`src/rtl/fft_input_loader_if.sv`:
```
// Stream-in, RAM-write and engine-control signals of the FFT input loader.
// The master modport is the loader. The slave modport is the environment that feeds it.
interface fft_input_loader_if #(
    parameter int DATA_WIDTH = 16,
    parameter int ADDR_WIDTH = 8
);
    logic                    enable;
    logic                    s_valid;
    logic                    s_ready;
    logic [DATA_WIDTH-1:0]   s_data;
    logic                    ram_wen;
    logic [ADDR_WIDTH-1:0]   ram_waddr;
    logic [2*DATA_WIDTH-1:0] ram_wdata;
    logic                    start;
    logic                    fft_done;
    logic                    busy;
    logic [15:0]             frame_cnt;

    modport master (
        input  enable, s_valid, s_data, fft_done,
        output s_ready, ram_wen, ram_waddr, ram_wdata, start, busy, frame_cnt
    );

    modport slave (
        output enable, s_valid, s_data, fft_done,
        input  s_ready, ram_wen, ram_waddr, ram_wdata, start, busy, frame_cnt
    );
endinterface

```
`src/rtl/fft_input_loader.sv`:
```
// Loads one frame of real samples into the FFT RAM in bit-reversed order with zero imaginary part.
// It then launches the FFT engine and waits for it to finish before accepting another frame.
module fft_input_loader #(
    parameter int DATA_WIDTH = 16,
    parameter int ADDR_WIDTH = 8,
    parameter int IN_SHIFT   = 1
) (
    input  logic                clk,
    input  logic                rst_n,
    fft_input_loader_if.master  bus
);
    typedef enum logic [2:0] {IDLE, LOAD, FLUSH, START, WAIT_FFT} state_t;

    state_t                  r_state, w_state_nxt;
    logic [ADDR_WIDTH-1:0]   r_cnt, w_cnt_nxt;
    logic                    r_wen, w_wen_nxt;
    logic [ADDR_WIDTH-1:0]   r_waddr, w_waddr_nxt;
    logic [2*DATA_WIDTH-1:0] r_wdata, w_wdata_nxt;
    logic                    r_start, w_start_nxt;
    logic                    r_busy, w_busy_nxt;
    logic [15:0]             r_frames, w_frames_nxt;

    logic                    w_hs;
    logic signed [DATA_WIDTH-1:0] w_shifted;

    function automatic logic [ADDR_WIDTH-1:0] bitrev(input logic [ADDR_WIDTH-1:0] i);
        logic [ADDR_WIDTH-1:0] r;
        r = '0;
        for (int unsigned k = 0; k < ADDR_WIDTH; k++) begin
            r[k] = i[ADDR_WIDTH-1-k];
        end
        return r;
    endfunction

    assign w_hs      = bus.s_valid && (r_state == LOAD);
    assign w_shifted = $signed(bus.s_data) >>> IN_SHIFT;

    always_comb begin
        w_state_nxt  = r_state;
        w_cnt_nxt    = r_cnt;
        w_wen_nxt    = 1'b0;
        w_waddr_nxt  = r_waddr;
        w_wdata_nxt  = r_wdata;
        w_start_nxt  = 1'b0;
        w_busy_nxt   = r_busy;
        w_frames_nxt = r_frames;
        case (r_state)
            IDLE: begin
                if (bus.enable) begin
                    w_state_nxt = LOAD;
                    w_busy_nxt  = 1'b1;
                end
            end
            LOAD: begin
                if (w_hs) begin
                    w_wen_nxt   = 1'b1;
                    w_waddr_nxt = bitrev(r_cnt);
                    w_wdata_nxt = {{DATA_WIDTH{1'b0}}, w_shifted};
                    // The counter holds at N-1 on the final sample, so it never leaves the frame range.
                    if (&r_cnt) w_state_nxt = FLUSH;
                    else        w_cnt_nxt   = r_cnt + 1'b1;
                end
            end
            FLUSH: begin
                w_state_nxt = START;
                w_start_nxt = 1'b1;
            end
            START: begin
                w_cnt_nxt   = '0;
                w_state_nxt = WAIT_FFT;
            end
            WAIT_FFT: begin
                if (bus.fft_done) begin
                    w_frames_nxt = r_frames + 16'd1;
                    w_busy_nxt   = 1'b0;
                    w_state_nxt  = IDLE;
                end
            end
            default: w_state_nxt = IDLE;
        endcase
    end

    always_ff @(posedge clk or negedge rst_n) begin
        if (!rst_n) begin
            r_state  <= IDLE;
            r_cnt    <= '0;
            r_wen    <= 1'b0;
            r_waddr  <= '0;
            r_wdata  <= '0;
            r_start  <= 1'b0;
            r_busy   <= 1'b0;
            r_frames <= '0;
        end else begin
            r_state  <= w_state_nxt;
            r_cnt    <= w_cnt_nxt;
            r_wen    <= w_wen_nxt;
            r_waddr  <= w_waddr_nxt;
            r_wdata  <= w_wdata_nxt;
            r_start  <= w_start_nxt;
            r_busy   <= w_busy_nxt;
            r_frames <= w_frames_nxt;
        end
    end

    assign bus.s_ready   = (r_state == LOAD);
    assign bus.ram_wen   = r_wen;
    assign bus.ram_waddr = r_waddr;
    assign bus.ram_wdata = r_wdata;
    assign bus.start     = r_start;
    assign bus.busy      = r_busy;
    assign bus.frame_cnt = r_frames;
endmodule
```
`src/flat_wrapper.sv`:
```
// flat-port wrapper written by rule: the top's interface ports become plain ports
module fft_input_loader_flat 
#(
    parameter int DATA_WIDTH = 16,
    parameter int ADDR_WIDTH = 8,
    parameter int IN_SHIFT   = 1
)
  (clk, rst_n, bus_enable, bus_s_valid, bus_s_data, bus_fft_done, bus_s_ready, bus_ram_wen, bus_ram_waddr, bus_ram_wdata, bus_start, bus_busy, bus_frame_cnt);
  fft_input_loader_if #(.DATA_WIDTH(DATA_WIDTH), .ADDR_WIDTH(ADDR_WIDTH)) bus_i ();
  input  logic clk;
  input  logic rst_n;
  input wire logic [$bits(bus_i.enable)-1:0] bus_enable;
  input wire logic [$bits(bus_i.s_valid)-1:0] bus_s_valid;
  input wire logic [$bits(bus_i.s_data)-1:0] bus_s_data;
  input wire logic [$bits(bus_i.fft_done)-1:0] bus_fft_done;
  output wire logic [$bits(bus_i.s_ready)-1:0] bus_s_ready;
  output wire logic [$bits(bus_i.ram_wen)-1:0] bus_ram_wen;
  output wire logic [$bits(bus_i.ram_waddr)-1:0] bus_ram_waddr;
  output wire logic [$bits(bus_i.ram_wdata)-1:0] bus_ram_wdata;
  output wire logic [$bits(bus_i.start)-1:0] bus_start;
  output wire logic [$bits(bus_i.busy)-1:0] bus_busy;
  output wire logic [$bits(bus_i.frame_cnt)-1:0] bus_frame_cnt;
  assign bus_i.enable = bus_enable;
  assign bus_i.s_valid = bus_s_valid;
  assign bus_i.s_data = bus_s_data;
  assign bus_i.fft_done = bus_fft_done;
  assign bus_s_ready = bus_i.s_ready;
  assign bus_ram_wen = bus_i.ram_wen;
  assign bus_ram_waddr = bus_i.ram_waddr;
  assign bus_ram_wdata = bus_i.ram_wdata;
  assign bus_start = bus_i.start;
  assign bus_busy = bus_i.busy;
  assign bus_frame_cnt = bus_i.frame_cnt;
  fft_input_loader #(.DATA_WIDTH(DATA_WIDTH), .ADDR_WIDTH(ADDR_WIDTH), .IN_SHIFT(IN_SHIFT)) u_core (.clk(clk), .rst_n(rst_n), .bus(bus_i));
endmodule
```
`config.mk`:
```
export PLATFORM = sky130hd
export DESIGN_NAME = fft_input_loader_flat
export DESIGN_NICKNAME = d
export VERILOG_FILES = /design/src/rtl/fft_input_loader_if.sv /design/src/rtl/fft_input_loader.sv /design/src/flat_wrapper.sv
export SDC_FILE = /design/constraint.sdc
export NUM_CORES = 1
export LEC_CHECK = 0
export BUFFER_PORTS_ARGS = -buffer_cell sky130_fd_sc_hd__buf_2
export CELL_PAD_IN_SITES_DETAIL_PLACEMENT = 1
export CELL_PAD_IN_SITES_GLOBAL_PLACEMENT = 1
export CORE_MARGIN = 5
export CORE_UTILIZATION = 35
export CTS_CLUSTER_DIAMETER = 150
export CTS_CLUSTER_SIZE = 40
export DETAILED_ROUTE_END_ITERATION = 10
export PLACE_DENSITY_LB_ADDON = 0.1
export SLEW_MARGIN = 20
export SYNTH_ARGS = -nofsm -noshare
export SYNTH_HDL_FRONTEND = slang
export SYNTH_SLANG_ARGS = --single-unit
```
`constraint.sdc`:
```
create_clock -name clk -period 1.7 [get_ports clk]
set_clock_uncertainty 0.1 [all_clocks]
set_input_delay 0.51 -clock clk [delete_from_list [all_inputs] [get_ports clk]]
set_output_delay 0.51 -clock clk [all_outputs]
set_load 0.1 [all_outputs]
```
=== After elaboration in Yosys (flattened, before gate mapping) ===
Cells that the tools add are included.

* Word-level logic and storage cells: 43
* Flip-flop bits (word level): 53
* Bits of input ports: 21
* Output and inout bits: 60

* Equality and inequality tests: 9
* Muxes and demuxes: 14
* $add $sub $neg: 2
* Reduce and logical (&&, ||, !) cells: 10

{| class="wikitable"
|+ Operators with widths
! operator !! number
|-
| $add 16x1->16 const B || 1
|-
| $mux 8 || 2
|-
| $pmux 8 s2 || 1
|-
| $pmux 3 s5 || 1
|-
| $mux 3 || 4
|-
| $add 8x1->8 const B || 1
|-
| $reduce_and 8->1 || 1
|-
| $eq 3x2->1 const B || 2
|-
| $ne 2x2->1 const B || 3
|-
| $reduce_and 3->1 || 2
|-
| $mux 1 || 5
|-
| $ne 2x1->1 const B || 2
|-
| $reduce_and 2->1 || 2
|-
| $reduce_and 4->1 || 1
|-
| $reduce_bool 2->1 || 2
|-
| $eq 3x1->1 const B || 1
|-
| $eq 3x3->1 const B || 1
|-
| $logic_not 3->1 || 1
|-
| $pmux 1 s2 || 1
|-
| $logic_and 1x1->1 || 1
|}

=== Longest topological paths before layout ===
* Depth after elaboration: 4
* Gate-level depth with buffers: 6

=== Least setup slack after synthesis ===
OpenSTA, ideal clock, no wires.

* Path kind: reg2out
* From: reg u_core.r_state[2]
* To: out bus_s_ready
* Required time: 1090 ps
* Path buffers: 0
* Slack: -827 ps
* Cell stages (with the launch flop): 3
* Arrival time: 1917 ps
* Path through: dfrtp_1 > nand2b_1 > nor2_1

* Longest elaborated chain between the ends: 1

{| class="wikitable"
|+ Ends and longest elaborated chain
! what !! line !! RTL
|-
| start: declaration || fft_input_loader.sv:14 || <nowiki>state_t r_state, w_state_nxt;</nowiki>
|-
| start signal: assignment || fft_input_loader.sv:94 || <nowiki>r_state <= w_state_nxt;</nowiki>
|-
| $eq 3x1->1 || fft_input_loader.sv:105 || <nowiki>assign bus.s_ready = (r_state == LOAD);</nowiki>
|-
| end: declaration || flat_wrapper.sv:16 || <nowiki>output wire logic [$bits(bus_i.s_ready)-1:0] bus_s_ready;</nowiki>
|}

No other way between the ends.

=== Worst setup path after layout ===
Same ends and word-level chain as after synthesis.

==> summary.txt <==
Status
  • Outcome: finished with violations
  • Failing checks: setup timing

Setup path
  • Startpoint Class: flop
  • CP arrival: 1.16 ns
  • Worst EP required: 1.09 ns
  • Setup CP Type: reg2out
  • CP Max Fanout: 2
  • CP endpoint kind: output port

Pwr
  • Combinational power share: 0.558
  • Sw Share: 0.505
  • VDD IR max: 872 uV
  • PwrDens: 1550 nW/um^2
  • Flop pwr share: 0.299
  • Tot Pwr: 0.00598 W
  • Power share of the clock group: 0.143
  • Leak pwr: 1.89 nW
  • Internal power: 0.00296 W
  • Psw: 0.00302 W

Final layout
  • Storage cell area: 1360 sq um
  • Commonest non-fill, non-tap cell in the layout: nand2_1
  • Area grow syn2layout: 48.8%
  • Final core occ: 0.533
  • Layout cell share with drive strength beyond 1: 0.416
  • Antenna diode count: 0
  • Fin cells: 445
  • Fill cells: 810
  • Most frequent cells in the layout: nand2_1 (79), buf_4 (43), dfrtp_1 (35)
  • Final #Nets: 368
  • Area of the multi-input gates: 1160 sq um

GRT
  • Largest net degree at the start of global routing: 54
  • Number of global-route vias before repair: 2130
  • Grt ovf: 0
  • Antenna violations before repair: 0
  • First-pass GRT wire length: 10200 um
  • GRT Total Usage: 0.142

Synthesis
  • Mapped Cells: 254
  • Post-synth EDFFs: 0
  • FF+latch count, synth: 53
  • Mapped Area: 2600 sq um
  • Yosys warning count: 0
  • Top FF cell, synth: dfrtp_1
  • Netlist cell types: 42
  • Sequential area share after synthesis: 0.510
  • Post-synth ARST share: 1.00
  • Mapped Avg Cell Area: 10.2 sq um

Floorplan
  • Core area: 7250 sq um
  • DIE AREA: 9250 sq um
  • Starting Density: 0.358
  • Die Height: 96.2 um
  • Row count: 31
  • # IOs: 81
  • Die Wd: 96.2 um

Detailed routing
  • Antenna Nets Post-Route: 0
  • Top layer in use: met4
  • Avg Vias per Cell: 4.57
  • Wire length on met3: 319 um
  • DRT Pass-1 Iters: 4
  • Met2 wire len: 3300 um
  • Vias: 2034
  • First DRT Iteration DRCs: 44
  • Post-Route M1 WL: 2610 um
  • Post-route DRC: 0
  • WL per Instance: 14.2 um
  • Drt total wl: 6300 um

Clock tree
  • CTS tree: yes
  • Total CTS buffers: 5
  • CTS max path bufs: 2
  • Clock-pin slew on the worst setup and hold paths: 0.10 ns
  • Root buffer cell: clkbuf_8
  • Clock Latency Late Sink: 0.31 ns
  • H-tree depth: 2
  • CTS sink cnt: 53

STA
  • Min Tclk post-route: 1.77 ns
  • Final setup fails: 1
  • Fin. Hold Viols: 0
  • Worst setup margin: -0.0679 ns
  • Period Utilization, post-route: 1.04
  • Final Max Tran Viols: 0
  • RSZ-0062 raised after global routing: yes
  • Max Clock Freq: 566 MHz

Min path
  • Hold/Removal Path Class: in2async

Placement
  • DP Wirelength: 4440 um
  • Placed insts: 425
  • Worst Setup Slack post-DPL: -0.0417 ns
  • Final Wtd Congestion: 0.759
  • I/O Buffers: 63

Flow run
  • Max_cap viols: 0
-- worst paths after layout --
path,to,cells past startpoint,start,slack (ns)
worst max-delay path,bus_s_ready,3,u_core.r_state[2]$_DFFE_PN0P_,-0.07
worst min-delay path,u_core.bus.frame_cnt[4]$_DFFE_PN0P_,2,rst_n,0.08
worst max register to register,u_core.bus.frame_cnt[15]$_DFFE_PN0P_,6,u_core.r_state[1]$_DFFE_PN0P_,0.01
max in group asynchronous,u_core.r_state[0]$_DFFE_PN0P_,2,rst_n,1.15
worst min register to register,u_core.bus.ram_wdata[2]$_DFFE_PN0P_,2,u_core.bus.ram_wdata[2]$_DFFE_PN0P_,0.38
min in group clk,u_core.bus.ram_wdata[8]$_DFFE_PN0P_,3,bus_s_data[9],0.28
-- cell type report --
cell class | instances | share of cell area
Inverter | 7 | 0.00679
Clock buffer | 6 | 0.0188
Clock inverter | 2 | 0.00906
Timing Repair Buffer | 97 | 0.281
Tap cell | 99 | 0.0320
Multi-Input combinational cell | 181 | 0.299
Sequential cell | 53 | 0.353
-- metal layers --
| layer | global-route usage | vias to the layer above |
|---|---|---|
| met3 | 0.0328 | 9 |
| met4 | 0.0427 | 0 |
| met2 | 0.246 | 48 |
| met5 | 0 | - |
| met1 | 0.175 | 996 |
| li1 | - | 981 |
-- power groups by stage --
stage / Sequential (W) / Clock (W) / Combinational, W
2_1_floorplan: 0.00317 / 0 / 0.000935
3_5_place_dp: 0.00179 / 0 / 0.00326
5_1_grt: 0.00182 / 0.000959 / 0.00351
6_report: 0.00179 / 0.000853 / 0.00334
3_3_place_gp: 0.00178 / 0 / 0.00323
4_1_cts: 0.00178 / 0.000894 / 0.00334
-- repair_timing --
item,CTS,global route
hold endpoints to repair,0,0
setup endpoints to repair,15,11
pin swaps,0,2
buffers inserted,2,10
gates resized for setup,18,17
hold buffers,0,0
-- registers in the layout (all words and copies together) (netlist names) --
signal	cells
u_core.bus.busy	1
u_core.bus.frame_cnt	16
u_core.bus.ram_waddr	8
u_core.bus.ram_wdata	15
u_core.bus.ram_wen	1
u_core.bus.start	1
u_core.r_cnt	8
u_core.r_state	3
-- synth_stat cells (4+ instances only) --
| library cell | number | area, sq um |
|---|---|---|
| a21oi_1 | 5 | 25.0 |
| buf_2 | 4 | 20.0 |
| buf_4 | 17 | 128 |
| buf_6 | 7 | 78.8 |
| dfrtp_1 | 53 | 1330 |
| inv_1 | 7 | 26.3 |
| nand2_1 | 79 | 297 |
| nand3_1 | 7 | 35.0 |
| nor2_1 | 9 | 33.8 |
| xnor2_1 | 13 | 114 |
| xor2_1 | 6 | 52.6 |
-- cell families after synthesis --
kind of cell,Yosys count,share of synthesized area
AND/OR/NAND/NOR,121,0.232
flip-flops,53,0.510
buffers and inverters,35,0.0972
AO/OA/AOI/OAI,22,0.0808
XOR/XNOR,19,0.0640
adder cells (fa/ha/maj),2,0.00962
other,1,0.00144
multiplexers,1,0.00433
-- worst max-delay path, stage by stage, from the launching register on --
cell	delay, ns
dfrtp_2	0.42
nand2b_4	0.15
nor2_4	0.10
buf_12	0.18
-- stage by stage --
| step | cell area [sq um] | hold WS, ns | TNS, ns |
|---|---|---|---|
| after floorplan | 2700 | 0.114 | -0.0824 |
| after global placement | 3550 | 0.353 | -0.0349 |
| after detailed placement | 3550 | 0.359 | -0.0617 |
| after CTS | 3720 | 0.0885 | -0.102 |
| after global routing | 3870 | 0.0943 | -0.451 |
| final | 3870 | 0.0818 | -0.0679 |
Power figures use the tool's default switching activity.
